`src/rtl/uart_rx_fifo.sv`:
```
// rtl/uart_rx_fifo.sv - 8N1 UART receiver feeding a first-word-fall-through receive FIFO
module uart_rx_fifo #(
  parameter int clk_freq_hz = 10000000,
  parameter int baud_rate   = 1000000,
  parameter int depth       = 8
) (
  input  logic                   i_clk,
  input  logic                   i_reset,
  input  logic                   i_rxd,
  input  logic                   i_rx_pop,
  input  logic                   i_clr_err,
  output logic [7:0]             o_rx_data,
  output logic                   o_rx_valid,
  output logic                   o_rx_full,
  output logic [$clog2(depth):0] o_rx_count,
  output logic                   o_overrun,
  output logic                   o_frame_err
);

  // Clocks per bit, and the half-bit offset that centres every sample in its bit.
  localparam int C  = clk_freq_hz / baud_rate;
  localparam int H  = C / 2;
  localparam int TW = $clog2(C);
  localparam int AW = $clog2(depth);

  // Timer expires when it reaches zero, so load value N-1 gives N cycles.
  localparam logic [TW-1:0] C_LOAD = TW'(C - 1);
  localparam logic [TW-1:0] H_LOAD = TW'(H - 1);

  typedef enum logic [1:0] {S_IDLE, S_START, S_DATA, S_STOP} state_t;

  logic          r_sync1;
  logic          r_sync2;
  logic          w_rxs;

  state_t        r_state;
  state_t        w_state_nxt;
  logic [TW-1:0] r_timer;
  logic [TW-1:0] w_timer_nxt;
  logic [2:0]    r_bit_idx;
  logic [2:0]    w_bit_idx_nxt;
  logic [7:0]    r_shift;
  logic [7:0]    w_shift_nxt;
  logic          w_expired;
  logic          w_push;
  logic          w_frame_set;

  logic [7:0]    r_mem [depth];
  logic [AW:0]   r_wr_ptr;
  logic [AW:0]   r_rd_ptr;
  logic          w_empty;
  logic          w_full;
  logic          w_pop;
  logic          w_wr_en;
  logic          w_ovr_set;

  logic          r_overrun;
  logic          r_frame_err;

  // Two-flop synchronizer; preset high so reset looks like an idle line.
  always_ff @(posedge i_clk) begin
    if (i_reset) begin
      r_sync1 <= 1'b1;
      r_sync2 <= 1'b1;
    end else begin
      r_sync1 <= i_rxd;
      r_sync2 <= r_sync1;
    end
  end

  assign w_rxs     = r_sync2;
  assign w_expired = (r_timer == '0);

  // Receiver state, bit timer, bit index and shift register.
  always_ff @(posedge i_clk) begin
    if (i_reset) begin
      r_state   <= S_IDLE;
      r_timer   <= '0;
      r_bit_idx <= '0;
      r_shift   <= '0;
    end else begin
      r_state   <= w_state_nxt;
      r_timer   <= w_timer_nxt;
      r_bit_idx <= w_bit_idx_nxt;
      r_shift   <= w_shift_nxt;
    end
  end

  // Deframing: start check at half a bit, then one sample per bit period.
  always_comb begin
    w_state_nxt   = r_state;
    w_timer_nxt   = w_expired ? r_timer : r_timer - TW'(1);
    w_bit_idx_nxt = r_bit_idx;
    w_shift_nxt   = r_shift;
    w_push        = 1'b0;
    w_frame_set   = 1'b0;
    case (r_state)
      S_IDLE: begin
        if (!w_rxs) begin
          w_state_nxt = S_START;
          w_timer_nxt = H_LOAD;
        end
      end
      S_START: begin
        if (w_expired) begin
          if (w_rxs) begin
            w_state_nxt = S_IDLE;
          end else begin
            w_state_nxt   = S_DATA;
            w_bit_idx_nxt = 3'd0;
            w_timer_nxt   = C_LOAD;
          end
        end
      end
      S_DATA: begin
        if (w_expired) begin
          w_shift_nxt   = {w_rxs, r_shift[7:1]};
          w_timer_nxt   = C_LOAD;
          w_bit_idx_nxt = r_bit_idx + 3'd1;
          if (r_bit_idx == 3'd7) begin
            w_state_nxt = S_STOP;
          end
        end
      end
      S_STOP: begin
        if (w_expired) begin
          w_state_nxt = S_IDLE;
          if (w_rxs) begin
            w_push = 1'b1;
          end else begin
            w_frame_set = 1'b1;
          end
        end
      end
      default: w_state_nxt = S_IDLE;
    endcase
  end

  // One extra pointer bit separates full from empty when the indices match.
  assign w_empty   = (r_wr_ptr == r_rd_ptr);
  assign w_full    = (r_wr_ptr[AW] != r_rd_ptr[AW]) &&
                     (r_wr_ptr[AW-1:0] == r_rd_ptr[AW-1:0]);
  assign w_pop     = i_rx_pop && !w_empty;
  assign w_wr_en   = w_push && (!w_full || w_pop);
  assign w_ovr_set = w_push && w_full && !w_pop;

  // Storage array; no reset needed because the empty flag masks stale entries.
  always_ff @(posedge i_clk) begin
    if (w_wr_en && !i_reset) begin
      r_mem[r_wr_ptr[AW-1:0]] <= r_shift;
    end
  end

  // FIFO pointers; a pop frees the head slot in the same edge a full push lands.
  always_ff @(posedge i_clk) begin
    if (i_reset) begin
      r_wr_ptr <= '0;
      r_rd_ptr <= '0;
    end else begin
      if (w_wr_en) begin
        r_wr_ptr <= r_wr_ptr + 1'b1;
      end
      if (w_pop) begin
        r_rd_ptr <= r_rd_ptr + 1'b1;
      end
    end
  end

  // Sticky error flags; a new error outranks a simultaneous clear.
  always_ff @(posedge i_clk) begin
    if (i_reset) begin
      r_overrun   <= 1'b0;
      r_frame_err <= 1'b0;
    end else begin
      if (w_ovr_set) begin
        r_overrun <= 1'b1;
      end else if (i_clr_err) begin
        r_overrun <= 1'b0;
      end
      if (w_frame_set) begin
        r_frame_err <= 1'b1;
      end else if (i_clr_err) begin
        r_frame_err <= 1'b0;
      end
    end
  end

  assign o_rx_data   = w_empty ? 8'h00 : r_mem[r_rd_ptr[AW-1:0]];
  assign o_rx_valid  = !w_empty;
  assign o_rx_full   = w_full;
  assign o_rx_count  = r_wr_ptr - r_rd_ptr;
  assign o_overrun   = r_overrun;
  assign o_frame_err = r_frame_err;

endmodule

```
`config.mk`:
```
export PLATFORM = sky130hd
export DESIGN_NAME = uart_rx_fifo
export DESIGN_NICKNAME = d
export VERILOG_FILES = /design/src/rtl/uart_rx_fifo.sv
export SDC_FILE = /design/constraint.sdc
export NUM_CORES = 1
export LEC_CHECK = 0
export ABC_AREA = 0
export BUFFER_PORTS_ARGS = -buffer_cell sky130_fd_sc_hd__buf_2
export CAP_MARGIN = 20
export CORE_MARGIN = 4
export CORE_UTILIZATION = 45
export CTS_BUF_LIST = sky130_fd_sc_hd__clkbuf_2
export CTS_CLUSTER_SIZE = 24
export DETAILED_ROUTE_END_ITERATION = 10
export GPL_TIMING_DRIVEN = 0
export SETUP_SLACK_MARGIN = 0.02
export SLEW_MARGIN = 20
export SYNTH_ARGS = -nofsm -noshare
export SYNTH_HDL_FRONTEND = slang
export SYNTH_SLANG_ARGS = --single-unit
export TNS_END_PERCENT = 100
```
`constraint.sdc`:
```
create_clock -name i_clk -period 2.6 [get_ports i_clk]
set_input_delay 0.52 -clock i_clk [delete_from_list [all_inputs] [get_ports i_clk]]
set_output_delay 0.52 -clock i_clk [all_outputs]
set_load 0.005 [all_outputs]
```
==> results of run 1 <==
layout by cell type (no fill, tap or decap), drive strengths merged:
master   n
edfxtp  64
buf     36
dfxtp   32
nor2    28
nand2   26
a21oi   19
mux4    16
clkbuf  15
inv     14
mux2i   11
ha       9
o21ai    5
xnor2    5
nand3    5
or3      4
clkinv   4
nor3     4
xor2     3
mux2     3
nor3b    3
and3     2
nand3b   2
nand4b   2
a22oi    2
o211ai   2
or2      2
nand2b   2
a21o     1
o311ai   1
or3b     1
nor4bb   1
nor2b    1
and2     1
a311oi   1
fa       1
registers in the layout (all words and copies together), names as in the netlist, named ones only:
name,cells
r_mem,64
r_shift,8
r_rd_ptr,4
r_timer,4
r_wr_ptr,4
r_bit_idx,3
o_frame_err,1
o_overrun,1
r_state,1
r_sync1,1
r_sync2,1
stage by stage:
step / utilization [%] / instance area [sq um]
2_1_floorplan: - / 3980
3_3_place_gp: 48.6 / 4220
3_5_place_dp: 48.7 / 4220
4_1_cts: 51.6 / 4480
5_1_grt: 52.6 / 4570
6_report: 52.6 / 4570
synth_stat cells (all sizes together):
cell type,number,area share [%]
nand4b,2,0.44
nor2,28,2.6
fa,1,0.50
or2,2,0.31
and3,2,0.31
a21oi,19,2.4
xnor2,5,1.3
buf,7,0.88
a311oi,1,0.22
ha,9,2.8
o311ai,1,0.66
and2,1,0.16
nor4bb,1,0.25
o21ai,5,0.63
nor2b,1,0.16
inv,12,1.1
or3,4,0.75
a22oi,2,0.38
o211ai,2,0.38
mux4,16,9.0
mux2i,11,2.8
xor2,3,0.66
nand2b,2,0.31
clkbuf,5,0.47
or3b,1,0.28
nand3b,2,0.38
edfxtp,64,48
mux2,3,0.85
dfxtp,32,16
nor3,4,0.63
a21o,1,0.19
nor3b,3,0.69
nand3,5,0.63
nand2,26,2.5
power breakdown:
group	internal, uW	leakage [uW]	switching (uW)
clock	135	0.0000664	488
sequential	1630	0.000855	23.8
combinational	115	0.000664	144
total	1880	0.00159	655
logic make-up (layout without fill, tap and decap cells):
kind of cell	after synthesis	in the layout
AOI/OAI and AO/OA	31	31
xor gates and xnor gates	8	8
adders and majority gates	10	10
buffers and inverters	24	69
DFF	96	96
muxes	30	30
and+or+nand+nor	84	84
routing by layer:
metal | share of wire, % | global-route usage, % | wire [um]
met5 | 0 | 0 | 0
met4 | 1.4 | 3.83 | 103
met3 | 5.8 | 4.71 | 439
met2 | 48 | 25.0 | 3660
met1 | 44 | 21.4 | 3350
cell type report:
cell class	instances	share of cell area, %
Sequential cell	96	56.4
Inverter	12	0.986
Buffer	11	1.75
Clock buffer	10	1.10
Timing Repair Buffer	30	5.26
Clock inverter	6	0.904
Tap cell	108	2.96
Multi-Input combinational cell	163	30.7
worst max-delay path, cell delays in order, from the launching register on:
cell	delay [ps]
dfxtp_1	400
inv_1	70
ha_1	190
nor3b_2	360
o311ai_4	220
or3b_4	470
nor2_2	450
what timing repair did:
item | 4_1_cts | 5_1_grt
gates resized for setup | 28 | 6
gates cloned | 1 | 0
endpoints found under the setup margin | 77 | 57
buffers inserted | 5 | 4
pin swaps | 1 | 2
worst max-delay path by stage:
stage | end | cells past startpoint
detailed placement | r_mem[5][3]$_DFFE_PP_ | 6
CTS | o_rx_data[3] | 6
finish | r_mem[6][4]$_DFFE_PP_ | 6
global placement | r_mem[0][0]$_DFFE_PP_ | 6
floorplan | r_mem[0][0]$_DFFE_PP_ | 6
global route | r_mem[6][4]$_DFFE_PP_ | 6
==> impl_results.md, run 1 <==
- Status: completed
- Fin crit share: slightly below 100%
- Fin Setup TNS: 0 ps
- Layout Cells excl Fill: 436
- Register area: between 0.002 and 0.003 sq mm
- Die area: 0.0104 sq mm
- Pre-antenna DRT Iters: 5
- IR drop worst, VDD: approximately 0.36 mV
- Worst Skew: ~32 ps
- Maxcap violations: 0
- Hold crit path type: in2reg
- # setup viols final: 0
- Headroom to the max-slew limit: a little over half
- RR Endpoint: r_mem[6][4]$_DFFE_PP_
- Clk slew on worst S/H paths: ~240 ps
- Drt via density: 5.29
- CTS root buffer: clkbuf_2
- Final Hold Fails: 0
- PD cells: approximately 560 mW/mm^2
- Routed WL per cell: about 17 um
- Max frequency: 398 MHz
- Slew Limit Fails: 0
- Worst r2r src: r_timer[0]$_SDFF_PP0_
- Routability congestion estimate: between 0.7 and 0.8
- Mapped Avg Cell Area: 14.1 sq um
- Starting DRT DRC Count: approximately 100
- Core area: between 0.008 and 0.009 sq mm
- WL final: 7550 um
- Multi-input logic area: between 0.001 and 0.0015 sq mm
- CTS tree: done
- Crit path max fanout: 8
- Routed Antenna Nets: 0
- CTS buffer count: 9
- Worst Setup Slack, final: between 80 and 90 ps
- Hold depth: 2
- Register area share after synthesis: between 60% and 70%
- Num ports: 21
- Synth Area in XOR/XNOR: under 10%
- Clk sinks: 96
- Total track usage: 15.7%
- Initial antenna violation count: 0
- Skew-Pair Late Insertion Delay: roughly 530 ps
- Fin nets: 338
- Die Ht: 102 um
- Vias post-DR: approximately 2300
- Mapped cell area: between 0.003 and 0.004 sq mm
- Initial core utilization: approximately 46%
- Total power: between 2000 and 3000 uW
- Layout cells sized above 1: 28.4%
- Grt ovf: 0
- Startpoint types: flip-flop
- Mux cell area share after synthesis: around an eighth
- Transition time of the tightest slew-check pin: 702 ps
- Simple-gate share of the synthesized area: between 10% and 20%
- Worst Path Arrival: around 2700 ps
- Synth cell types: 40
- First-pass GRT wire length: between 10000 and 15000 um
- Hpwl dp: 4920 um
- Origin of the worst setup path: r_timer[0]$_SDFF_PP0_
- Crit. End Element: flip-flop
- Compound-Gate Fraction of Synth Area: 4.84%
- Synth Warn #: 0
- Placed Cells: approximately 410
- FF+latch count, synth: 96
- Hold Slack: between 150 and 200 ps
- Crit Path Class: reg2reg
- I/O Buffers: 20
- RSZ-0062 raised after global routing: true
- Drt drc: 0
- Adder and majority cell fraction of the synthesized area: roughly 3.3%
- Syn nets: about 300
- R2R Setup Slk: 90 ps
- # diodes: 0
- Largest net degree at the start of global routing: 17
- Worst hold endpoint: r_sync1$_SDFF_PP1_
- Setup WS pre-CTS: -350 ps
- Die Width: approximately 100 um
- Vias in the first global route: 2259
- Synthesized instance count: roughly 280
- Reg2Reg Depth: 6
- CP required: about 2800 ps
- Area growth from synthesis to layout: 14.7%
- Lkg Pwr: 0.00159 uW
- Fill cell count: around 760
- Min-delay src: i_rxd
- CTS Hold Bufs: 0
- Largest family of logic cells by synthesized area: multiplexers
- Site row count: 34
- Fin crit period: approximately 2500 ps
- # H-tree levels: 3
- CTS Buffer Depth: 2
No activity file was read; power rests on OpenSTA's default activity.
==> run 2: changes to the inputs <==
- CORE_UTILIZATION: 45 -> 27
==> impl_results.md, run 2 (same netlist as run 1, synthesis figures left out) <==
- RSZ-0062 raised after global routing: true
- CTS tree: done
- CTS root buffer: clkbuf_2
- Drt via density: 4.52
- # diodes: 0
- Psw: between 600 and 700 uW
- Fin nets: around 340
- Int Power: ~2100 uW
- Worst Path Arrival: 2040 ps
- Hold Slack: roughly 160 ps
- Switching portion of total power: between 20% and 30%
- Layout cells sized above 1: 29.8%
- Routability congestion estimate: roughly 0.71
- # H-tree levels: 3
- Crit path cell chain: buf_12, buf_12, mux4_2, mux2i_1, nor2_1, buf_2
- Headroom to the max-slew limit: 53.7%
- Critical path buffers and inverters: 3
- IR drop worst, VDD: 0.265 mV
- Largest net degree at the start of global routing: 18
- Die Width: 129 um
- Clk sinks: between 90 and 100
- Hold crit path type: in2reg
- Most frequent cells in the layout: 64 x edfxtp_1, 26 x nand2_1, 25 x dfxtp_1, 22 x buf_2, 21 x nor2_1
- Fin crit share: 98.6%
- Clk slew on worst S/H paths: ~240 ps
- Final Hold Fails: 0
- Die Ht: around 130 um
- Placed Cells: slightly below 500
- Crit. End Element: output port
- Fill cell count: approximately 1400
- Drt drc: 0
- Layout Cells excl Fill: 513
- Fin crit period: roughly 2600 ps
- Reg2Reg Depth: 6
- Transition time of the tightest slew-check pin: just under 700 ps
- Die area: 0.0168 sq mm
- Core area: ~0.014 sq mm
- Total power: roughly 2700 uW
- First-pass GRT wire length: 12300 um
- Worst Setup Slack, final: about 37 ps
- Max reg flops: between 60 and 70
- Initial antenna violation count: 0
- Skew-Pair Late Insertion Delay: 550 ps
- Clock power share: ~30%
- CP required: between 2000 and 2500 ps
- Status: completed
- Max stage delay on crit path: 510 ps
- Lkg Pwr: approximately 0.0016 uW
- Maxcap violations: 0
- WL final: a little under 8000 um
- Register area: 0.00258 sq mm
- Max frequency: a little under 400 MHz
- Worst Skew: 30.4 ps
- Crit path max fanout: 5
- Register share of total power: between 60 and 70%
- # setup viols final: 0
- Setup WS pre-CTS: -332 ps
- Crit path max-delay family: multiplexers
- Share of total power in combinational logic: a little under a tenth
- Pre-antenna DRT Iters: 4
- Hold depth: 2
- Most frequent CP cell: buf_12
- PD cells: roughly 580 mW/mm^2
- CTS Hold Bufs: 0
- Initial core utilization: between 20% and 30%
- Hpwl dp: 5120 um
- Num ports: 21
- Vias post-DR: about 2300
- Leading cell type in the layout, fill and taps excluded: edfxtp_1
- CTS buffer count: 9
- Grt ovf: 0
- Startpoint types: flip-flop
- Area growth from synthesis to layout: 18.3%
- Crit Path Class: reg2out
- Starting DRT DRC Count: 180
- Cell depth of the worst setup path: 6
- Vias in the first global route: about 2300
- Final core occ: between 30% and 40%
- Routed WL per cell: 15.0 um
- Total track usage: 9.63%
- Slowest-stage cell, CP: mux4_2
- Routed Antenna Nets: 0
- I/O Buffers: 20
- Site row count: between 40 and 50
- CTS Buffer Depth: 2
- Multi-input logic area: about 0.0014 sq mm
- Slew Limit Fails: 0
run 2: changes by cell type in the layout (fill, tap and decap cells not counted), moves of 2 or more:
| cell | before | now |
|---|---|---|
| clkinv_2 | 3 | 1 |
| dfxtp_1 | 27 | 25 |
| bufinv_16 | 0 | 2 |
| buf_12 | 5 | 3 |
| buf_4 | 6 | 8 |
run 2: area by class of cell:
type | count | share of cell area, %
tap | 184 | 4.88
clock inverter | 6 | 1.91
sequential | 96 | 54.7
clock buffer | 10 | 1.06
buffer | 11 | 1.70
multi-input combinational | 163 | 30.0
timing repair buffer | 31 | 4.80
inverter | 12 | 0.956
run 2: repair_timing:
item | 4_1_cts | 5_1_grt
endpoints found under the setup margin | 77 | 16
endpoints found under the hold margin | 0 | 0
pin swaps | 2 | 1
gates resized for setup | 30 | 10
setup buffers | 4 | 6
gates cloned | 1 | 0
run 2: metal layers:
metal | vias up | global-route usage (%) | routed length (um)
met2 | 37 | 16.3 | 3810
met5 | - | 0 | 0
met4 | 0 | 2.02 | 65
met3 | 6 | 3.05 | 355
li1 | 1120 | - | -
met1 | 1154 | 12.3 | 3480
run 2: path summary, 6_finish.rpt:
path                                 to  slack [ps]             startpoint
setup / recovery           o_rx_data[6]          40              flip-flop
hold / removal       r_sync1$_SDFF_PP1_         160                  i_rxd
setup reg to reg  r_mem[3][5]$_DFFE_PP_         190  r_timer[0]$_SDFF_PP0_
hold reg to reg      r_sync2$_SDFF_PP1_         440     r_sync1$_SDFF_PP1_
run 2: stage by stage:
step	TNS [ps]	instance area, sq um
after floorplan	0	3980
after global placement	-19520	4310
after detailed placement	-20290	4320
after CTS	-48.3	4620
after global routing	-672	4710
final	0	4710
run 2: power by group through the flow:
stage | Combinational [uW] | Clock [uW] | Sequential (uW)
6_report | 251 | 819 | 1650
5_1_grt | 289 | 911 | 1660
4_1_cts | 253 | 843 | 1660
3_5_place_dp | 252 | 0 | 1690
3_3_place_gp | 240 | 0 | 1690
2_1_floorplan | 203 | 0 | 1680
==> run 3: changes to the inputs <==
- clock period: 2.6 -> 3.3 ns (I/O delays scaled with it)
==> impl_results.md, run 3 (same netlist as run 1, synthesis figures left out) <==
- Status: completed
- Crit Path Class: reg2out
- Worst Path Arrival: 2370 ps
- Fin nets: 330
- Routed WL per cell: about 15 um
- Clock power share: 30.1%
- Headroom to the max-slew limit: between 30% and 40%
- Hpwl dp: 5120 um
- Crit. End Element: output port
- Vias in the first global route: 2223
- RSZ-0062 raised after global routing: false
- Final core occ: between 30% and 40%
- Grt ovf: 0
- IR drop worst, VDD: between 0.2 and 0.25 mV
- Slowest-stage cell, CP: dfxtp_1
- Total track usage: about a tenth
- Max frequency: 330 MHz
- Core area: roughly 0.014 sq mm
- Leading cell type in the layout, fill and taps excluded: edfxtp_1
- Placed Area: between 0.004 and 0.005 sq mm
- Max reg flops: between 60 and 70
- Starting DRT DRC Count: ~170
- Die Width: around 130 um
- Crit path cell chain: inv_1, ha_1, nand3_1, nor2_4, buf_12, nor2_1, buf_2
- Layout cells sized above 1: roughly 22%
- Crit path max-delay family: simple AND/OR/NAND/NOR gates
- Register share of total power: 60.7%
- Slew Limit Fails: 0
- Drt via density: ~4.5
- Routed Antenna Nets: 0
- PD cells: about 480 mW/mm^2
- Psw: between 500 and 600 uW
- Lkg Pwr: around 0.0015 uW
- Crit path max fanout: 9
- First-pass GRT wire length: approximately 12000 um
- Transition time of the tightest slew-check pin: 919 ps
- Initial antenna violation count: 0
- WL final: around 7500 um
- Initial core utilization: approximately 28%
- Most frequent cells in the layout: 64 x edfxtp_1, 32 x dfxtp_1, 27 x nor2_1, 26 x nand2_1, 24 x buf_2
- # H-tree levels: 3
- Site row count: 44
- Fin crit share: about 92%
- CTS Buffer Depth: 2
- Hold crit path type: in2reg
- # diodes: 0
- Startpoint types: flip-flop
- Fill cell count: 1445
- Total power: between 2000 and 2500 uW
- Drt drc: 0
- Post-route design area: between 0.004 and 0.005 sq mm
- Die Ht: about 130 um
- Largest net degree at the start of global routing: 18
- Num ports: 21
- Share of total power in combinational logic: a little under a tenth
- Fin Setup TNS: 0 ps
- Switching portion of total power: between 20% and 30%
- CTS buffer count: 9
- Pre-antenna DRT Iters: 4
- Clk slew on worst S/H paths: about 240 ps
- Critical path buffers and inverters: 3
- Max stage delay on crit path: between 500 and 600 ps
- CTS tree: done
- Die area: roughly 0.017 sq mm
- Fin crit period: 3030 ps
- Int Power: 1640 uW
- I/O Buffers: 20
- Vias post-DR: about 2300
- CTS Hold Bufs: 0
- Clk sinks: 96
- Routability congestion estimate: between 0.7 and 0.8
- Final Hold Fails: 0
- Skew-Pair Late Insertion Delay: about 540 ps
- # setup viols final: 0
- Area growth from synthesis to layout: 12.6%
- Worst Skew: about 26 ps
- CTS root buffer: clkbuf_2
- CP required: roughly 2600 ps
- Maxcap violations: 0
==> run 3: cell count changes in the layout (fill, tap and decap cells not counted), moves of 3 or more <==
cell,previous run,this run
dfxtp_1,25,32
nor2_1,21,27
dfxtp_4,3,0
nor2_2,4,0
dfxtp_2,4,0
buf_4,8,1
==> run 3: what timing repair did <==
action | in CTS | in global routing
pin swaps | 0 | 1
resized for setup | 2 | 0
endpoints found under the setup margin | 9 | 9
setup buffers | 0 | 1
==> run 3: per-stage QoR <==
stage	hold WS [ps]	std cells	setup slack (ps)
2_1_floorplan	389	283	763
3_3_place_gp	394	487	31.8
3_5_place_dp	398	487	261
4_1_cts	242	503	71.7
5_1_grt	221	504	46.8
6_report	296	504	271
==> run 3: path summary, 6_finish.rpt <==
path / from / to / slack [ps] / depth (start not counted)
max: r_wr_ptr[0]$_SDFFE_PP0N_ / o_rx_data[4] / 270 / 7
min: i_rxd / r_sync1$_SDFF_PP1_ / 300 / 2
max reg2reg: r_wr_ptr[0]$_SDFFE_PP0N_ / r_mem[5][7]$_DFFE_PP_ / 320 / 6
min reg2reg: r_sync1$_SDFF_PP1_ / r_sync2$_SDFF_PP1_ / 450 / 1
==> run 3: area by class of cell <==
type | count | area [sq um] | area share (%)
timing repair buffer | 21 | 120 | 2.68
buffer | 12 | 53.8 | 1.20
inverter | 12 | 45.0 | 1.00
multi-input combinational | 163 | 1330 | 29.7
clock buffer | 10 | 50.0 | 1.12
clock inverter | 6 | 90.1 | 2.01
tap | 184 | 230 | 5.13
sequential | 96 | 2560 | 57.1
==> run 3: layer usage <==
layer | up-vias | share of wire (%) | GRT usage, %
met1 | 1115 | 45 | 12.2
met3 | 4 | 5.5 | 3.05
met4 | 0 | 0.50 | 2.02
li1 | 1103 | - | -
met5 | - | 0 | 0
met2 | 49 | 49 | 15.7
==> run 3: power by group through the flow <==
stage,Combinational (uW),Sequential [uW],Clock (uW)
final,197,1310,648
after global routing,227,1310,717
after CTS,198,1310,664
after detailed placement,198,1330,0
after global placement,189,1330,0
after floorplan,160,1330,0
